### config.mk
export PLATFORM = sky130hd
export DESIGN_NAME = cordic_sequencer
export DESIGN_NICKNAME = d
export VERILOG_FILES = /design/src/rtl/cordic_sequencer.sv
export SDC_FILE = /design/constraint.sdc
export NUM_CORES = 1
export LEC_CHECK = 0
export ABC_AREA = 1
export CAP_MARGIN = 5
export CORE_UTILIZATION = 52
export CTS_BUF_LIST = sky130_fd_sc_hd__clkbuf_16
export DETAILED_ROUTE_END_ITERATION = 7
export GPL_TIMING_DRIVEN = 0
export PLACE_DENSITY_LB_ADDON = 0.08
export SYNTH_ARGS = -nofsm -noshare
export SYNTH_HDL_FRONTEND = slang
export SYNTH_SLANG_ARGS = --single-unit
### constraint.sdc
create_clock -name CLK -period 2.4 [get_ports CLK]
set_input_delay 0.24 -clock CLK [delete_from_list [all_inputs] [get_ports CLK]]
set_output_delay 0.24 -clock CLK [all_outputs]
set_load 0.03 [all_outputs]
### src/rtl/cordic_sequencer.sv
// Front-end controller for the iterative 8-bit CORDIC sin/cos engine.
// Arbitrates two requesters round-robin, folds a full-circle angle into the
// engine's first quadrant, sequences init/run/halt and returns sign-corrected
// cos/sin magnitudes over a valid/ready response channel with a timeout guard.
module cordic_sequencer #(
  parameter int unsigned INIT_CYCLES = 1,
  parameter int unsigned TIMEOUT     = 31
) (
  input  logic       CLK,
  input  logic       RESET,
  input  logic [1:0] REQ_VALID,
  input  logic [9:0] REQ_ANGLE0,
  input  logic [9:0] REQ_ANGLE1,
  output logic [1:0] REQ_READY,
  output logic [7:0] ENG_ANGLE,
  output logic       ENG_RESET,
  input  logic [7:0] ENG_COS,
  input  logic [7:0] ENG_SIN,
  input  logic       ENG_HALT,
  output logic       RSP_VALID,
  input  logic       RSP_READY,
  output logic       RSP_ID,
  output logic [7:0] RSP_COS,
  output logic       RSP_COS_NEG,
  output logic [7:0] RSP_SIN,
  output logic       RSP_SIN_NEG,
  output logic       RSP_ERR,
  output logic       BUSY
);

  localparam int unsigned CNT_W = 8;
  localparam int unsigned MAG_W = 8;
  localparam int unsigned ANG_W = 10;

  // Last INIT counter value before RUN.
  localparam logic [CNT_W-1:0] INIT_LAST = CNT_W'(INIT_CYCLES - 1);
  // Last RUN counter value still waiting for HALT; the error response then
  // occupies the slot that would have been RUN cycle TIMEOUT.
  localparam logic [CNT_W-1:0] RUN_LAST  = CNT_W'(TIMEOUT - 2);

  typedef enum logic [1:0] {
    S_IDLE = 2'd0,
    S_INIT = 2'd1,
    S_RUN  = 2'd2,
    S_RESP = 2'd3
  } state_t;

  state_t             r_state, w_state_nxt;
  logic               r_last, w_last_nxt;
  logic               r_id, w_id_nxt;
  logic [1:0]         r_q, w_q_nxt;
  logic [CNT_W-1:0]   r_cnt, w_cnt_nxt;
  logic [MAG_W-1:0]   r_eng_angle, w_eng_angle_nxt;
  logic               r_eng_reset, w_eng_reset_nxt;
  logic               r_rsp_valid, w_rsp_valid_nxt;
  logic [MAG_W-1:0]   r_rsp_cos, w_rsp_cos_nxt;
  logic               r_rsp_cos_neg, w_rsp_cos_neg_nxt;
  logic [MAG_W-1:0]   r_rsp_sin, w_rsp_sin_nxt;
  logic               r_rsp_sin_neg, w_rsp_sin_neg_nxt;
  logic               r_rsp_err, w_rsp_err_nxt;

  logic               w_any_req;
  logic               w_grant_id;
  logic [1:0]         w_grant_vec;
  logic [ANG_W-1:0]   w_angle;
  logic [MAG_W-1:0]   w_map_cos;
  logic [MAG_W-1:0]   w_map_sin;
  logic               w_map_cos_neg;
  logic               w_map_sin_neg;

  // Round-robin arbitration: contention goes to the requester not granted last.
  always_comb begin
    w_any_req   = |REQ_VALID;
    w_grant_id  = (REQ_VALID == 2'b11) ? ~r_last : REQ_VALID[1];
    w_grant_vec = 2'b00;
    if ((r_state == S_IDLE) && w_any_req) begin
      w_grant_vec = w_grant_id ? 2'b10 : 2'b01;
    end
    w_angle = w_grant_id ? REQ_ANGLE1 : REQ_ANGLE0;
  end

  // Quadrant map of the engine's first-quadrant result onto the full circle.
  always_comb begin
    w_map_cos     = ENG_COS;
    w_map_sin     = ENG_SIN;
    w_map_cos_neg = 1'b0;
    w_map_sin_neg = 1'b0;
    case (r_q)
      2'd0: begin
        w_map_cos     = ENG_COS;
        w_map_sin     = ENG_SIN;
      end
      2'd1: begin
        w_map_cos     = ENG_SIN;
        w_map_cos_neg = 1'b1;
        w_map_sin     = ENG_COS;
      end
      2'd2: begin
        w_map_cos_neg = 1'b1;
        w_map_sin_neg = 1'b1;
      end
      default: begin
        w_map_cos     = ENG_SIN;
        w_map_sin     = ENG_COS;
        w_map_sin_neg = 1'b1;
      end
    endcase
  end

  // Next-state and next-register logic for the job sequencer.
  always_comb begin
    w_state_nxt       = r_state;
    w_last_nxt        = r_last;
    w_id_nxt          = r_id;
    w_q_nxt           = r_q;
    w_cnt_nxt         = r_cnt;
    w_eng_angle_nxt   = r_eng_angle;
    w_eng_reset_nxt   = r_eng_reset;
    w_rsp_valid_nxt   = r_rsp_valid;
    w_rsp_cos_nxt     = r_rsp_cos;
    w_rsp_cos_neg_nxt = r_rsp_cos_neg;
    w_rsp_sin_nxt     = r_rsp_sin;
    w_rsp_sin_neg_nxt = r_rsp_sin_neg;
    w_rsp_err_nxt     = r_rsp_err;

    unique case (r_state)
      S_IDLE: begin
        if (w_any_req) begin
          w_state_nxt     = S_INIT;
          w_last_nxt      = w_grant_id;
          w_id_nxt        = w_grant_id;
          w_q_nxt         = w_angle[9:8];
          w_eng_angle_nxt = w_angle[7:0];
          w_cnt_nxt       = '0;
          w_eng_reset_nxt = 1'b0;
        end
      end
      S_INIT: begin
        if (r_cnt == INIT_LAST) begin
          w_state_nxt     = S_RUN;
          w_cnt_nxt       = '0;
          w_eng_reset_nxt = 1'b1;
        end else begin
          w_cnt_nxt       = r_cnt + CNT_W'(1);
        end
      end
      S_RUN: begin
        // HALT in the first RUN cycle is left over from the previous job.
        if ((r_cnt != '0) && ENG_HALT) begin
          w_state_nxt       = S_RESP;
          w_rsp_valid_nxt   = 1'b1;
          w_rsp_err_nxt     = 1'b0;
          w_rsp_cos_nxt     = w_map_cos;
          w_rsp_cos_neg_nxt = w_map_cos_neg;
          w_rsp_sin_nxt     = w_map_sin;
          w_rsp_sin_neg_nxt = w_map_sin_neg;
        end else if (r_cnt == RUN_LAST) begin
          w_state_nxt       = S_RESP;
          w_rsp_valid_nxt   = 1'b1;
          w_rsp_err_nxt     = 1'b1;
          w_rsp_cos_nxt     = '0;
          w_rsp_cos_neg_nxt = 1'b0;
          w_rsp_sin_nxt     = '0;
          w_rsp_sin_neg_nxt = 1'b0;
        end else begin
          w_cnt_nxt         = r_cnt + CNT_W'(1);
        end
      end
      S_RESP: begin
        if (RSP_READY) begin
          w_state_nxt     = S_IDLE;
          w_rsp_valid_nxt = 1'b0;
          w_rsp_err_nxt   = 1'b0;
        end
      end
      default: begin
        w_state_nxt = S_IDLE;
      end
    endcase
  end

  // State and datapath registers; pointer resets to favour requester 0.
  always_ff @(posedge CLK or negedge RESET) begin
    if (!RESET) begin
      r_state       <= S_IDLE;
      r_last        <= 1'b1;
      r_id          <= 1'b0;
      r_q           <= 2'd0;
      r_cnt         <= '0;
      r_eng_angle   <= '0;
      r_eng_reset   <= 1'b1;
      r_rsp_valid   <= 1'b0;
      r_rsp_cos     <= '0;
      r_rsp_cos_neg <= 1'b0;
      r_rsp_sin     <= '0;
      r_rsp_sin_neg <= 1'b0;
      r_rsp_err     <= 1'b0;
    end else begin
      r_state       <= w_state_nxt;
      r_last        <= w_last_nxt;
      r_id          <= w_id_nxt;
      r_q           <= w_q_nxt;
      r_cnt         <= w_cnt_nxt;
      r_eng_angle   <= w_eng_angle_nxt;
      r_eng_reset   <= w_eng_reset_nxt;
      r_rsp_valid   <= w_rsp_valid_nxt;
      r_rsp_cos     <= w_rsp_cos_nxt;
      r_rsp_cos_neg <= w_rsp_cos_neg_nxt;
      r_rsp_sin     <= w_rsp_sin_nxt;
      r_rsp_sin_neg <= w_rsp_sin_neg_nxt;
      r_rsp_err     <= w_rsp_err_nxt;
    end
  end

  // Accept strobe is the arbitration result, forced low while reset is held.
  assign REQ_READY   = w_grant_vec & {2{RESET}};
  assign ENG_ANGLE   = r_eng_angle;
  assign ENG_RESET   = r_eng_reset;
  assign RSP_VALID   = r_rsp_valid;
  assign RSP_ID      = r_id;
  assign RSP_COS     = r_rsp_cos;
  assign RSP_COS_NEG = r_rsp_cos_neg;
  assign RSP_SIN     = r_rsp_sin;
  assign RSP_SIN_NEG = r_rsp_sin_neg;
  assign RSP_ERR     = r_rsp_err;
  assign BUSY        = (r_state != S_IDLE);

endmodule

# After elaboration in Yosys (flattened, before gate mapping)
# Cells that the tools add are included.
[word_totals] regBits=43 inputBits=42 out_inout_bits=33 wordCells=84
[op_classes] addsub=1 eq_ne=13 mux=34 bitwise=2 n_reduce_logical=21
[ops] cell="2-to-1 mux 8 bit" count=9
[ops] cell="case mux 8 bit (3 select lines)" count=1
[ops] cell="2-to-1 mux 2 bit" count=7
[ops] cell="2-to-1 mux 1 bit" count=12
[ops] cell="2-to-1 mux 10 bit" count=1
[ops] cell="inequality test 2 bit, second input constant" count=5
[ops] cell="adder 8 x 1 -> 8 bit, second input constant" count=1
[ops] cell="equality test 2 bit, second input constant" count=4
[ops] cell="equality test 8 x 5 -> 1 bit, second input constant" count=1
[ops] cell="zero test 8 bit" count=1
[ops] cell="case mux 2 bit (4 select lines)" count=1
[ops] cell="AND reduction 4 bit" count=2
[ops] cell="nonzero test 2 bit" count=4
[ops] cell="nonzero test 8 bit" count=1
[ops] cell="OR reduction 2 bit" count=4
[ops] cell="case mux 1 bit (2 select lines)" count=3
[ops] cell="AND reduction 3 bit" count=2
[ops] cell="equality test 2 x 1 -> 1 bit, second input constant" count=2
[ops] cell="zero test 2 bit" count=2
[ops] cell="AND reduction 2 bit" count=2
[ops] cell="inequality test 3 bit, second input constant" count=1
[ops] cell="nonzero test 3 bit" count=1
[ops] cell="AND 2 bit" count=1
[ops] cell="logical AND 1 bit" count=2
[ops] cell="NOT 1 bit" count=1

# Longest topological paths before layout
[logic_depth] depth_word=5 depth_mapped=10 depth_no_buf=10

# Worst setup path after synthesis
# Ideal clock, no wire load.
[synth_timing] path_type="register to output" from="register r_state[0]" to="output port REQ_READY[0]" t_arrival_ns=1.864 t_required_ns=2.160 setup_slack_ns=0.296 path_stages_with_launch=9 path_buffers=2 cell_sequence="dfrtp_1 inv_1 ha_1 buf_4 inv_1 a21oi_2 buf_2 nand2_1 nor2_1"
[synth_between] elab_chain_cells=4
[synth_lines] item="start, declared" line="48" rtl="state_t r_state, w_state_nxt;"
[synth_lines] item="start signal, assigned" line="199" rtl="r_state <= w_state_nxt;"
[synth_lines] item="zero test 2 bit" line="76" rtl="if ((r_state == S_IDLE) && w_any_req) begin"
[synth_lines] item="logical AND 1 bit" line="76"
[synth_lines] item="2-to-1 mux 2 bit" line="76"
[synth_lines] item="AND 2 bit" line="216" rtl="assign REQ_READY = w_grant_vec & {2{RESET}};"
[synth_lines] item="end, declared" line="14" rtl="output logic [1:0] REQ_READY,"
# Every way passes these cells.

# Worst setup path after layout
[layout_timing] from="register r_state[0]" to="output port BUSY"
[layout_between] elab_chain_cells=1
[layout_lines] item="nonzero test 2 bit" line="226" rtl="assign BUSY = (r_state != S_IDLE);"
[layout_lines] item="end, declared" line="28" rtl="output logic BUSY"
# Every way passes these cells.

==> run summary <==
Antenna-violating nets left: 0
Clock Skews: 0.00532 ns
Routed WL: 6390 um
Share of cells above drive strength 1: 14.9%
RSZ-0062 raised after global routing: no
Core area: 4820 um^2
Netlist cell types: 34
Cell count after synthesis: 311
Fin cells: 464
Total power: 4.28 mW
Period utilization: 95.2%
Die Ht: 73.5 um
Hold Slack: 0.355 ns
Initial Util: 55.1%
DRT Pass-1 Iters: 4
DR WL/cell: 13.8 um
Diode count: 0
Iteration-0 DRC Markers: 151
CTS clk-pin slew, worst paths: 0.06 ns
Final setup fails: 0
Setup WS pre-CTS: -0.163 ns
Internal power: 2.36 mW
Syn_nets: 365
Req. time, crit path: 2.16 ns
GRT Overall Usage: 25.3%
Placement Rows: 25
Final Worst Setup Slack: 0.116 ns
FMAX: 438 MHz
Pwr Density: 1170 nW/um^2
Max clock buf depth: 2
Synthesis warning total: 0
TritonCTS clock tree: built
Placed Cells incl. Taps: 453
Critical Path AT: 2.04 ns
Chip width: 73.5 um
CP max stage delay: 0.69 ns
Max Cap Viol: 0
Reg2reg path depth: 9
Nets: 450
Via density: 5.25
Comb power frac: 57.3%
Critical-path top delay cell: clkdlybuf4s50_1
CP endpoint kind: primary output
Top cell type's share of synthesized area: 38.6%
Leakage power: 1.71 nW
Pin count of the biggest net entering global routing: 37
Max Slew Vio Count: 0
Clk Latency, worst-skew pair: 0.28 ns
Num CTS Buffers: 5
I/O Pins: 75
Slew margin rel.: 68.1%
Initial antenna violation count: 0
Utilization after layout: 76.2%
Routability congestion estimate: 0.874
Cell Area, Synth: 2660 um^2
Sw Ratio: 45.0%
Area leader, netlist: dfrtp_1
Clock share of power: 14.9%
H-tree lvl count: 2
Run status: finished clean
# port buffers: 74
Kind of critical path: reg -> out
Clock sinks: 43
First-pass GRT wire length: 10,500 um
Worst vdd ir: 1.05 mV
Crit path max fanout: 10
Crit path time final: 2.28 ns
Overall via count from detail_route: 2,438
Top cell by count, worst path: inv_1
Sw power: 1.93 mW
Post-route DRC: 0
Syn avg cell area: 8.54 um^2
Critical-path cell list: inv_1 > ha_1 > buf_4 > inv_1 > clkdlybuf4s50_1
Area Growth Syn to Fin: 38.1%
Post-synthesis register bit count: 43
Seq pwr share: 27.8%
Endpoints failing hold: 0
Root Buffer: clkbuf_16
Worst setup SP type: register
Die Area: 5400 um^2
R2R setup slack: 0.47 ns
Vias in the first global route: 2,417
Grt ovf: 0
Hpwl dp: 4610 um
Sequential cell area fraction in the yosys report: 40.6%
Slew of the pin with the lowest slew margin: 0.478 ns
Top cells by area, synth: dfrtp_1, nand2_1, nand3_1
Hold crit path type: in -> async
-- layer usage --
metal,track usage (%),up-vias,share of wire (%)
met4,10.7,0,1.7
met1,31.7,1119,46
met2,41.1,82,47
met3,6.86,12,5.7
met5,0,-,0
li1,-,1225,-
-- logic make-up after synthesis --
logic type / count (synthesis) / share of synthesized area, %
simple gates: 171 / 31.3
buf+inv: 45 / 10.1
flops: 43 / 40.6
compound gates: 37 / 11.3
fa+ha+maj: 12 / 5.65
mux: 2 / 0.754
xor+xnor: 1 / 0.330
-- layout by cell type, fill, tap and decap left out, types with 5 or more instances in the layout --
cell	Yosys	final
clkdlybuf4s50_1	0	71
nand2_1	62	62
dfrtp_1	41	41
nand3_1	39	39
nor2_1	28	28
inv_1	23	25
nor3_1	14	14
nand3_2	13	13
ha_1	12	12
o31ai_2	10	10
nand4_1	8	8
clkbuf_1	6	6
o21ai_0	6	6
buf_6	4	5
a21oi_1	5	5
o31ai_1	5	5
clkbuf_16	0	5
-- flip-flops by register name (all words and copies together) (netlist names) --
register and flops:
ENG_ANGLE 8, ENG_RESET 1, RSP_COS 8, RSP_COS_NEG 1
RSP_ERR 1, RSP_ID 1, RSP_SIN 8, RSP_SIN_NEG 1
RSP_VALID 1, r_cnt 8, r_last 1, r_q 2
r_state 2
-- power by group through the flow --
| stage | registers [mW] | logic, mW | clock network [mW] |
|---|---|---|---|
| 6_report | 1.19 | 2.46 | 0.639 |
| 5_1_grt | 1.22 | 2.67 | 0.684 |
| 4_1_cts | 1.19 | 2.44 | 0.652 |
| 3_5_place_dp | 1.20 | 2.41 | 0 |
| 3_3_place_gp | 1.19 | 2.36 | 0 |
| 2_1_floorplan | 1.61 | 1.14 | 0 |
-- through the flow --
stage                     area (um^2)  setup TNS [ns]
after floorplan                  2660               0
after global placement           3480           -5.90
after detailed placement         3500          -0.163
after CTS                        3660               0
after global routing             3670               0
final                            3670               0
-- Yosys cell counts, drive strengths merged --
| library cell | instances |
|---|---|
| nand4 | 8 |
| o221ai | 3 |
| mux2i | 2 |
| a21oi | 6 |
| xor2 | 1 |
| or2 | 1 |
| nor2 | 30 |
| nand2 | 65 |
| o31ai | 15 |
| dfrtp | 41 |
| nand3 | 52 |
| clkinv | 1 |
| o211ai | 4 |
| buf | 12 |
| clkbuf | 7 |
| dfstp | 2 |
| inv | 25 |
| nor3 | 15 |
| ha | 12 |
| o21bai | 1 |
| o21ai | 8 |
-- cell type report --
class | count | area [um^2]
inverter | 26 | 97.6
timing repair buffer | 78 | 777
multi-input combinational | 223 | 1320
fill | 381 | 1150
clock buffer | 5 | 125
sequential | 43 | 1080
clock inverter | 3 | 12.5
tap | 67 | 83.8
buffer | 19 | 176
-- worst paths after layout --
kind / startpoint / to
setup reg to reg: r_state[0] / ENG_ANGLE[7]
hold / removal: RESET / RSP_ERR
hold reg to reg: RSP_ERR / RSP_ERR
min in group CLK: RSP_ERR / RSP_ERR
setup / recovery: r_state[0] / BUSY
max in group asynchronous: RESET / r_last
-- timing repair --
| action | CTS | global route |
|---|---|---|
| pin swaps | 0 | 0 |
| gates resized for setup | 7 | 3 |
| buffers inserted | 0 | 2 |
| setup endpoints to repair | 2 | 1 |
| hold buffers | 1 | 0 |
| hold endpoints to repair | 8 | 0 |
-- worst max-delay path, delay by kind of cell, from the launching register on --
| family | cells | cell delay [ns] |
|---|---|---|
| buf+inv | 4 | 1.11 |
| flops | 1 | 0.42 |
| fa+ha+maj | 1 | 0.23 |
No activity file was read; power rests on OpenSTA's default activity.
